## config.mk

```make
export PLATFORM = sky130hd
export DESIGN_NAME = qf_rw_bank
export DESIGN_NICKNAME = d
export VERILOG_FILES = /design/src/rtl/qf_rw_bank.sv
export SDC_FILE = /design/constraint.sdc
export NUM_CORES = 1
export LEC_CHECK = 0
export CAP_MARGIN = 20
export CELL_PAD_IN_SITES_DETAIL_PLACEMENT = 0
export CELL_PAD_IN_SITES_GLOBAL_PLACEMENT = 1
export CORE_AREA = 2 2 332 334
export CTS_CLUSTER_SIZE = 16
export DETAILED_ROUTE_END_ITERATION = 7
export DIE_AREA = 0 0 334 336
export DONT_BUFFER_PORTS = 1
export PLACE_DENSITY = 0.34
export SYNTH_ARGS = -nofsm -noshare
export SYNTH_HDL_FRONTEND = slang
export SYNTH_SLANG_ARGS = --single-unit
```

## constraint.sdc

```tcl
create_clock -name sys_clk -period 1.75 [get_ports sys_clk]
set_clock_uncertainty 0.1 [all_clocks]
set_input_delay 0.0875 -clock sys_clk [delete_from_list [all_inputs] [get_ports sys_clk]]
set_output_delay 0.0875 -clock sys_clk [all_outputs]
set_load 0.05 [all_outputs]
```

## src/rtl/qf_rw_bank.sv

```systemverilog
// rtl/qf_rw_bank.sv - parametrised register bank with RW/RO/W1C/PULSE modes; optional write lock via QF_RW_BANK_LOCK_EN
module qf_rw_bank #(
    parameter int PAR_BIT_WIDTH  = 32,
    parameter int PAR_NUM_REGS   = 8,
    parameter int PAR_ADDR_WIDTH = 3,
    parameter logic [PAR_NUM_REGS*PAR_BIT_WIDTH-1:0] PAR_DEFAULT_VALUE = '0,
    parameter logic [2*PAR_NUM_REGS-1:0]             PAR_MODE          = '0
) (
`ifdef QF_RW_BANK_LOCK_EN
    input  logic                                   lock,
`endif
    input  logic                                   sys_clk,
    input  logic                                   sys_rst,
    input  logic                                   wr_en,
    input  logic [PAR_ADDR_WIDTH-1:0]              wr_addr,
    input  logic [PAR_BIT_WIDTH-1:0]               wrdata,
    input  logic [PAR_BIT_WIDTH/8-1:0]             wr_be,
    input  logic                                   rd_en,
    input  logic [PAR_ADDR_WIDTH-1:0]              rd_addr,
    output logic [PAR_BIT_WIDTH-1:0]               rddata,
    output logic                                   rd_valid,
    output logic                                   wr_err,
    output logic                                   rd_err,
    input  logic [PAR_NUM_REGS*PAR_BIT_WIDTH-1:0]  hw_status,
    input  logic [PAR_NUM_REGS*PAR_BIT_WIDTH-1:0]  hw_set,
    output logic [PAR_NUM_REGS*PAR_BIT_WIDTH-1:0]  reg_q,
    output logic                                   irq
);

    localparam int NB = PAR_BIT_WIDTH / 8;

    localparam logic [1:0] MODE_RW    = 2'b00;
    localparam logic [1:0] MODE_RO    = 2'b01;
    localparam logic [1:0] MODE_W1C   = 2'b10;
    localparam logic [1:0] MODE_PULSE = 2'b11;

    localparam logic [PAR_ADDR_WIDTH:0] NUM_REGS_W = (PAR_ADDR_WIDTH+1)'(PAR_NUM_REGS);

    logic [PAR_BIT_WIDTH-1:0] regs_q [PAR_NUM_REGS];
    logic [PAR_BIT_WIDTH-1:0] regs_d [PAR_NUM_REGS];

    logic [PAR_BIT_WIDTH-1:0] be_mask;
    logic [1:0]               wr_mode;
    logic                     wr_addr_ok;
    logic                     rd_addr_ok;
    logic                     lock_active;
    logic                     wr_illegal;
    logic                     wr_ok;
    logic [PAR_BIT_WIDTH-1:0] rd_sel;
    logic                     irq_d;

    logic [PAR_BIT_WIDTH-1:0] rddata_q;
    logic                     rd_valid_q;
    logic                     rd_err_q;
    logic                     wr_err_q;
    logic                     irq_q;

`ifdef QF_RW_BANK_LOCK_EN
    assign lock_active = lock;
`else
    assign lock_active = 1'b0;
`endif

    assign wr_addr_ok = ({1'b0, wr_addr} < NUM_REGS_W);
    assign rd_addr_ok = ({1'b0, rd_addr} < NUM_REGS_W);

    // Expand byte enables into a per-bit write mask
    always_comb begin
        be_mask = '0;
        for (int b = 0; b < NB; b++) begin
            be_mask[b*8 +: 8] = {8{wr_be[b]}};
        end
    end

    // Mode of the addressed register and write legality (RO target, bad address, or lock)
    always_comb begin
        wr_mode = MODE_RW;
        for (int i = 0; i < PAR_NUM_REGS; i++) begin
            if (wr_addr == PAR_ADDR_WIDTH'(i)) begin
                wr_mode = PAR_MODE[2*i +: 2];
            end
        end
        wr_illegal = !wr_addr_ok
                   || (wr_mode == MODE_RO)
                   || (lock_active && ((wr_mode == MODE_RW) || (wr_mode == MODE_PULSE)));
        wr_ok = wr_en && !wr_illegal;
    end

    // Next-state for every register according to its access mode
    always_comb begin
        for (int i = 0; i < PAR_NUM_REGS; i++) begin
            regs_d[i] = regs_q[i];
            case (PAR_MODE[2*i +: 2])
                MODE_RW: begin
                    if (wr_ok && (wr_addr == PAR_ADDR_WIDTH'(i))) begin
                        regs_d[i] = (regs_q[i] & ~be_mask) | (wrdata & be_mask);
                    end
                end
                MODE_RO: begin
                    regs_d[i] = hw_status[i*PAR_BIT_WIDTH +: PAR_BIT_WIDTH];
                end
                MODE_W1C: begin
                    // Hardware set is OR-ed in after the clear so a same-cycle set wins
                    if (wr_ok && (wr_addr == PAR_ADDR_WIDTH'(i))) begin
                        regs_d[i] = (regs_q[i] & ~(wrdata & be_mask))
                                  | hw_set[i*PAR_BIT_WIDTH +: PAR_BIT_WIDTH];
                    end else begin
                        regs_d[i] = regs_q[i] | hw_set[i*PAR_BIT_WIDTH +: PAR_BIT_WIDTH];
                    end
                end
                default: begin
                    // PULSE: written bytes live for one cycle, everything else sits at default
                    if (wr_ok && (wr_addr == PAR_ADDR_WIDTH'(i))) begin
                        regs_d[i] = (PAR_DEFAULT_VALUE[i*PAR_BIT_WIDTH +: PAR_BIT_WIDTH] & ~be_mask)
                                  | (wrdata & be_mask);
                    end else begin
                        regs_d[i] = PAR_DEFAULT_VALUE[i*PAR_BIT_WIDTH +: PAR_BIT_WIDTH];
                    end
                end
            endcase
        end
    end

    // Read mux and interrupt reduction over the current register contents
    always_comb begin
        rd_sel = '0;
        irq_d  = 1'b0;
        for (int i = 0; i < PAR_NUM_REGS; i++) begin
            if (rd_addr == PAR_ADDR_WIDTH'(i)) begin
                rd_sel = regs_q[i];
            end
            if (PAR_MODE[2*i +: 2] == MODE_W1C) begin
                irq_d = irq_d | (|regs_q[i]);
            end
        end
    end

    // Register array update; reset overrides any concurrent write
    always_ff @(posedge sys_clk) begin
        for (int i = 0; i < PAR_NUM_REGS; i++) begin
            if (sys_rst) begin
                regs_q[i] <= PAR_DEFAULT_VALUE[i*PAR_BIT_WIDTH +: PAR_BIT_WIDTH];
            end else begin
                regs_q[i] <= regs_d[i];
            end
        end
    end

    // Registered read port, error pulses and interrupt
    always_ff @(posedge sys_clk) begin
        if (sys_rst) begin
            rddata_q   <= '0;
            rd_valid_q <= 1'b0;
            rd_err_q   <= 1'b0;
            wr_err_q   <= 1'b0;
            irq_q      <= 1'b0;
        end else begin
            rd_valid_q <= rd_en;
            rd_err_q   <= rd_en && !rd_addr_ok;
            if (rd_en) begin
                rddata_q <= rd_addr_ok ? rd_sel : '0;
            end
            wr_err_q   <= wr_en && wr_illegal;
            irq_q      <= irq_d;
        end
    end

    assign rddata   = rddata_q;
    assign rd_valid = rd_valid_q;
    assign rd_err   = rd_err_q;
    assign wr_err   = wr_err_q;
    assign irq      = irq_q;

    genvar g;
    generate
        for (g = 0; g < PAR_NUM_REGS; g++) begin : g_reg_out
            assign reg_q[g*PAR_BIT_WIDTH +: PAR_BIT_WIDTH] = regs_q[g];
        end
    endgenerate

endmodule

```

# Word-level counts from Yosys, hierarchy flattened
# Memories as Yosys holds them, arrays and structs flattened.
# Cells that the tools add are included.
word_totals:
  ff_bits: 33
  latchBits: 0
  mem_bits_rw: 256
  romBits: 0
  out_inout_bits: 292
  mem_count: 1
classes:
  addsub: 0
  mul: 0
  n_div: 0
  order_cmp: 0
  eq_ne: 14
  shift: 0
  n_mux: 27
  bitwise: 26
  reduce_logical: 10
memory_table:
  columns: ["name", "depth", "word_bits", "rd", "rd_ports_with_merged_regs", "write_ports", "line", "source"]
  rows:
  - ["regs_q", 8, 32, 8, 0, 8, "39", "logic [PAR_BIT_WIDTH-1:0] regs_q [PAR_NUM_REGS];"]
ops:
  columns: ["cell", "n"]
  rows:
  - ["two-way mux 32 bit", 24]
  - ["AND 32 bit", 9]
  - ["bitwise OR 32 bit", 8]
  - ["NOT 32 bit", 1]
  - ["== test 3 bit, second input constant", 8]
  - ["== test 3 x 2 -> 1 bit, second input constant", 4]
  - ["logical AND 1 bit", 8]
  - ["bitwise OR 1 bit", 8]
  - ["== test 3 x 1 -> 1 bit, second input constant", 2]
  - ["zero test 3 bit", 2]
  - ["two-way mux 1 bit", 3]

# Longest topological paths before layout
logic_depth:
  word_depth: 9
  ltp_mapped: 7

# Worst setup path before layout
# OpenSTA, ideal clock, no wires.
synth_path:
  path_kind: "register to register"
  startpoint: "register (tool-made name)"
  endpoint: "register rddata_q[12] (netlist: rddata[12])"
  setup_ns: 0.115
  arrival_ns: 1.301
  path_slack_ns: 0.234
  stages_incl_launch_ff: 5
  n_path_buf: 0
  period_less_slack_ns: 1.516
  path_cell_list: "dfxtp_1 > inv_1 > o21ai_0 > a2111oi_0 > a2111oi_0"
synth_lines:
  columns: ["element", "line", "source"]
  rows:
  - ["end signal: assignment", "161", "rddata_q <= rd_addr_ok ? rd_sel : '0;"]
  - ["end: declaration", "52", "logic [PAR_BIT_WIDTH-1:0] rddata_q;"]

# Final worst setup path
layout_path:
  startpoint: "input port rd_addr[0]"
  endpoint: "register rddata_q[23] (netlist: rddata[23])"
layout_via:
  elab_chain_cells: 9
  word_cells_on_any_way: 16
  classes_between: "eq/ne: 7; mux: 8; reduce/logical: 1"
layout_lines:
  columns: ["element", "line", "source"]
  rows:
  - ["start: declaration", "19", "input logic [PAR_ADDR_WIDTH-1:0] rd_addr,"]
  - ["zero test 3 bit", "129", "if (rd_addr == PAR_ADDR_WIDTH'(i)) begin"]
  - ["two-way mux 32 bit (7 in a row)", "129", null]
  - ["two-way mux 32 bit *", "129", null]
# Every way passes the cells marked *; elsewhere a longest branch is shown, timed or not.
# A chain may end at the register's enable or synchronous reset.

==> flow_summary_export.csv <==
group,metric,value,unit
run_status,outcome,"complete, but fails checks",
run_status,failed_checks,"hold timing, setup timing",
clock_tree,numCtsBuffers,43,
floorplanning,placement_rows,121,
floorplanning,ios,850,
detailed_routing,post_drt_wl_per_cell,25.99,µm
global_routing,grt_max_degree,184,
timing,worst_slack,-3.474,ps
final_layout,layout.cells.non_filler,3568,
floorplanning,chipWidth,334,µm
pwr,power_switching,5063,µW
floorplanning,die_y,336,µm
critical_path,start_kind,"input port",
yosys,synth_area_per_cell,8.030,µm²
global_routing,grtUsageTotal,15.39,%
pwr,post-layout-total-power,17650,µW
detailed_routing,route.final.wire_length,92.74,mm
clock_tree,tritoncts,"done",
global_routing,global_route.overflow_total,0,
yosys,ys.flop_type,"sky130_fd_sc_hd__dfxtp_1",
timing,number_of_hold_slack_violations_in_the_final_timing_report,5,
yosys,post-synth-top-count-cell,"sky130_fd_sc_hd__dfxtp_1",
yosys,post_synth_top_cells,"sky130_fd_sc_hd__dfxtp_1, sky130_fd_sc_hd__o21ai_0, sky130_fd_sc_hd__a21oi_1",
pwr,pwr-share-comb,12.0,%
yosys,synth-edff-count,0,
critical_path,required_arrival_time_at_the_worst_endpoint,2100,ps
place,placement.io_buffers,0,
timing,hold_ws,-24.67,ps
clock_tree,path_clk_slew,60,ps
critical_path,critical_path_class,"in -> reg",
critical_path,cp_top_family,"buffers and inverters",
final_layout,layout-drive-gt1-share,22.75,%
final_layout,syn2layout_area_growth,67.13,%
pwr,power.static_leakage,0.008689,µW
place,numPlacedInstances,3220,
floorplanning,floorplan.initialDensity,11.69,%
timing,min_period_over_period,100.2,%
timing,setup_total_neg_slack,-3.474,ps
global_routing,initial_antenna_violation_count,9,
clock_tree,clock_tree.buffer_depth,3,
critical_path,critical-path-max-stage-delay,1010,ps
pwr,irDropWorstVdd,0.0006456,V
worst_hold_path,holdCritPathClass,"in -> reg",
yosys,synthesis.area,0.01267,mm²
critical_path,critical-path-top-cell-by-count,"sky130_fd_sc_hd__o21ai_0",
critical_path,end_kind,"flop",
pwr,pwr-share-seq,38.4,%
yosys,synthTopCellsByArea,"sky130_fd_sc_hd__dfxtp_1, sky130_fd_sc_hd__o21ai_0, sky130_fd_sc_hd__a21oi_1",
timing,slew_violations,0,
critical_path,crit_buf_inv,1,
job,cap_viol_max_count,0,
yosys,synth.yosys.seq_area_share,45.66,%
clock_tree,htree_levels,2,
yosys,post_synth_inst_count,1578,
yosys,async_flop_share,0,%
critical_path,worst_ep_arrival_time,2100,ps
global_routing,first_global_vias,15060,
timing,maxSlewHeadroom,49.03,%
global_routing,grt_pass1_wl,122.1,mm
critical_path,slowest_stage,"sky130_fd_sc_hd__dlygate4sd3_1",
detailed_routing,vias_per_cell,4.123,
place,hpwl_detailed,59.10,mm
place,place.gp.congestion,0.7634,
clock_tree,cts_root_buffer,"sky130_fd_sc_hd__clkbuf_16",
detailed_routing,vias,14710,
yosys,synth_largest_area_cell,"sky130_fd_sc_hd__dfxtp_1",
detailed_routing,drt-initial-drc-count,939,
clock_tree,clock-sinks,289,
pwr,switching_share,28.69,%
detailed_routing,drt_first_pass_iters,6,
critical_path,critical_path.cell_chain,"dlygate4sd3_1, a21oi_1, o21ai_0, o21ai_0, a2111oi_0",
yosys,postSynthRegisterBits,289,
final_layout,design.final.nets,2682,
timing,max_slew.worst_pin.slew,762.1,ps
timing,report.final.setup_viol,1,
detailed_routing,drt_drc_violations_left,0,
yosys,post_synth_num_cell_types,28,
critical_path,timing.critical_path.fanout_max,53,
pwr,cellInternalPower,12590,µW
floorplanning,fp.dieArea,0.1122,mm²
pwr,p_clk_share,49.6,%
final_layout,filler_cell_count,12210,
floorplanning,fp.coreArea,0.1084,mm²
detailed_routing,detail-route-antenna-nets,0,
timing,maxClockFrequency,570.3,MHz
pwr,cellPowerDensity,833.4,mW/mm²
yosys,synth_top_area_share,45.66,%
clock_tree,clkLatencyLatePin,580,ps
timing,layout_min_cycle_time,1753,ps
yosys,yosysWarningCount,0,
[area by class of cell]
class | instances | area (µm²) | area share, %
inverter | 15 | 56.30 | 0.2659
timing repair buffer | 665 | 6025 | 28.45
clock inverter | 6 | 87.58 | 0.4136
multi-input combinational | 1110 | 6176 | 29.16
clock buffer | 64 | 1265 | 5.973
tap | 1414 | 1769 | 8.355
antenna | 5 | 12.51 | 0.05908
sequential | 289 | 5786 | 27.32
[layout by cell type, fill, tap and decap left out, types with 2 or more instances in the layout]
cell type                        Yosys  routed
sky130_fd_sc_hd__dlymetal6s4s_1      0       3
sky130_fd_sc_hd__dfxtp_1           289     289
sky130_fd_sc_hd__clkbuf_1          125      10
sky130_fd_sc_hd__a2111oi_0          38      38
sky130_fd_sc_hd__or2_2               3       3
sky130_fd_sc_hd__inv_2               0       2
sky130_fd_sc_hd__bufinv_16           0       2
sky130_fd_sc_hd__conb_1              1       3
sky130_fd_sc_hd__dlygate4sd3_1       0     254
sky130_fd_sc_hd__nand2b_1            4       4
sky130_fd_sc_hd__buf_16              0       6
sky130_fd_sc_hd__inv_1              14      13
sky130_fd_sc_hd__buf_12              0      18
sky130_fd_sc_hd__a222oi_1           32      32
sky130_fd_sc_hd__buf_4               7     378
sky130_fd_sc_hd__o2bb2ai_1          26      26
sky130_fd_sc_hd__nor2b_4             0       3
sky130_fd_sc_hd__clkbuf_16           0      44
sky130_fd_sc_hd__o21ai_0           250     249
sky130_fd_sc_hd__buf_6               3       5
sky130_fd_sc_hd__nand2_1           196     196
sky130_fd_sc_hd__inv_6               0       2
sky130_fd_sc_hd__a22o_1             26      26
sky130_fd_sc_hd__clkbuf_8            0      11
sky130_fd_sc_hd__nand3b_1            8       8
sky130_fd_sc_hd__nor2_1            191     186
sky130_fd_sc_hd__nor2_2              4       8
sky130_fd_sc_hd__a21oi_1           218     218
sky130_fd_sc_hd__diode_2             0       5
sky130_fd_sc_hd__clkinv_2            0       2
sky130_fd_sc_hd__mux2i_1           102     102
[final timing paths]
| path | startpoint | end | slack, ps | cells past startpoint |
|---|---|---|---|---|
| setup / recovery | rd_addr[0] | rddata[23]$_SDFFE_PP0P_ | -3 | 5 |
| hold / removal | rd_addr[0] | rddata[0]$_SDFFE_PP0P_ | -20 | 4 |
| setup reg to reg | flop | flop | 90 | 4 |
| hold reg to reg | rddata[22]$_SDFFE_PP0P_ | rddata[22]$_SDFFE_PP0P_ | 400 | 2 |
[kinds of logic (layout without fill, tap and decap cells)]
family                 Yosys count  in the layout  synth area share (%)
AOI/OAI and AO/OA              590            590                 27.23
buffers and inverters          181            750                 6.043
DFF                            289            289                 45.66
muxes                          102            102                 8.058
other                            1              8               0.02960
and+or+nand+nor                415            415                 12.98
[routing by layer]
metal / track usage [%] / routed length [µm] / share of wire, %
met1: 18.07 / 38010 / 41
met2: 25.43 / 42990 / 46
met3: 6.442 / 9517 / 10
met4: 4.696 / 2204 / 2.4
met5: 0 / 13 / 0.014
[tightest hold or removal path, cell delays in order]
cell                        delay (ps)
sky130_fd_sc_hd__mux2i_1           170
sky130_fd_sc_hd__o2bb2ai_1          80
sky130_fd_sc_hd__o21ai_0           130
sky130_fd_sc_hd__a2111oi_0          90
[through the flow]
step	setup WS, ps	cell area, µm²	utilization, %
2_1_floorplan	234.3	12680	-
3_3_place_gp	-61.30	16910	15.60
3_5_place_dp	-71.14	16910	15.60
4_1_cts	21.43	20990	19.36
5_1_grt	-5.305	21170	19.53
6_report	-3.474	21180	19.54
[what timing repair did]
action                                  in CTS  in global routing
hold buffers                               261                  5
buffers inserted                             0                  5
resized for setup                            0                 15
endpoints found under the hold margin      289                 21
endpoints found under the setup margin       0                 49
[power by group through the flow]
stage	clock network [µW]	logic, µW	registers (µW)
3_3_place_gp	0	1570	6920
6_report	8760	2110	6780
5_1_grt	9210	2230	6790
3_5_place_dp	0	1570	6920
2_1_floorplan	0	729	7290
4_1_cts	9000	2050	6780
(Power assumes the default switching activity.)
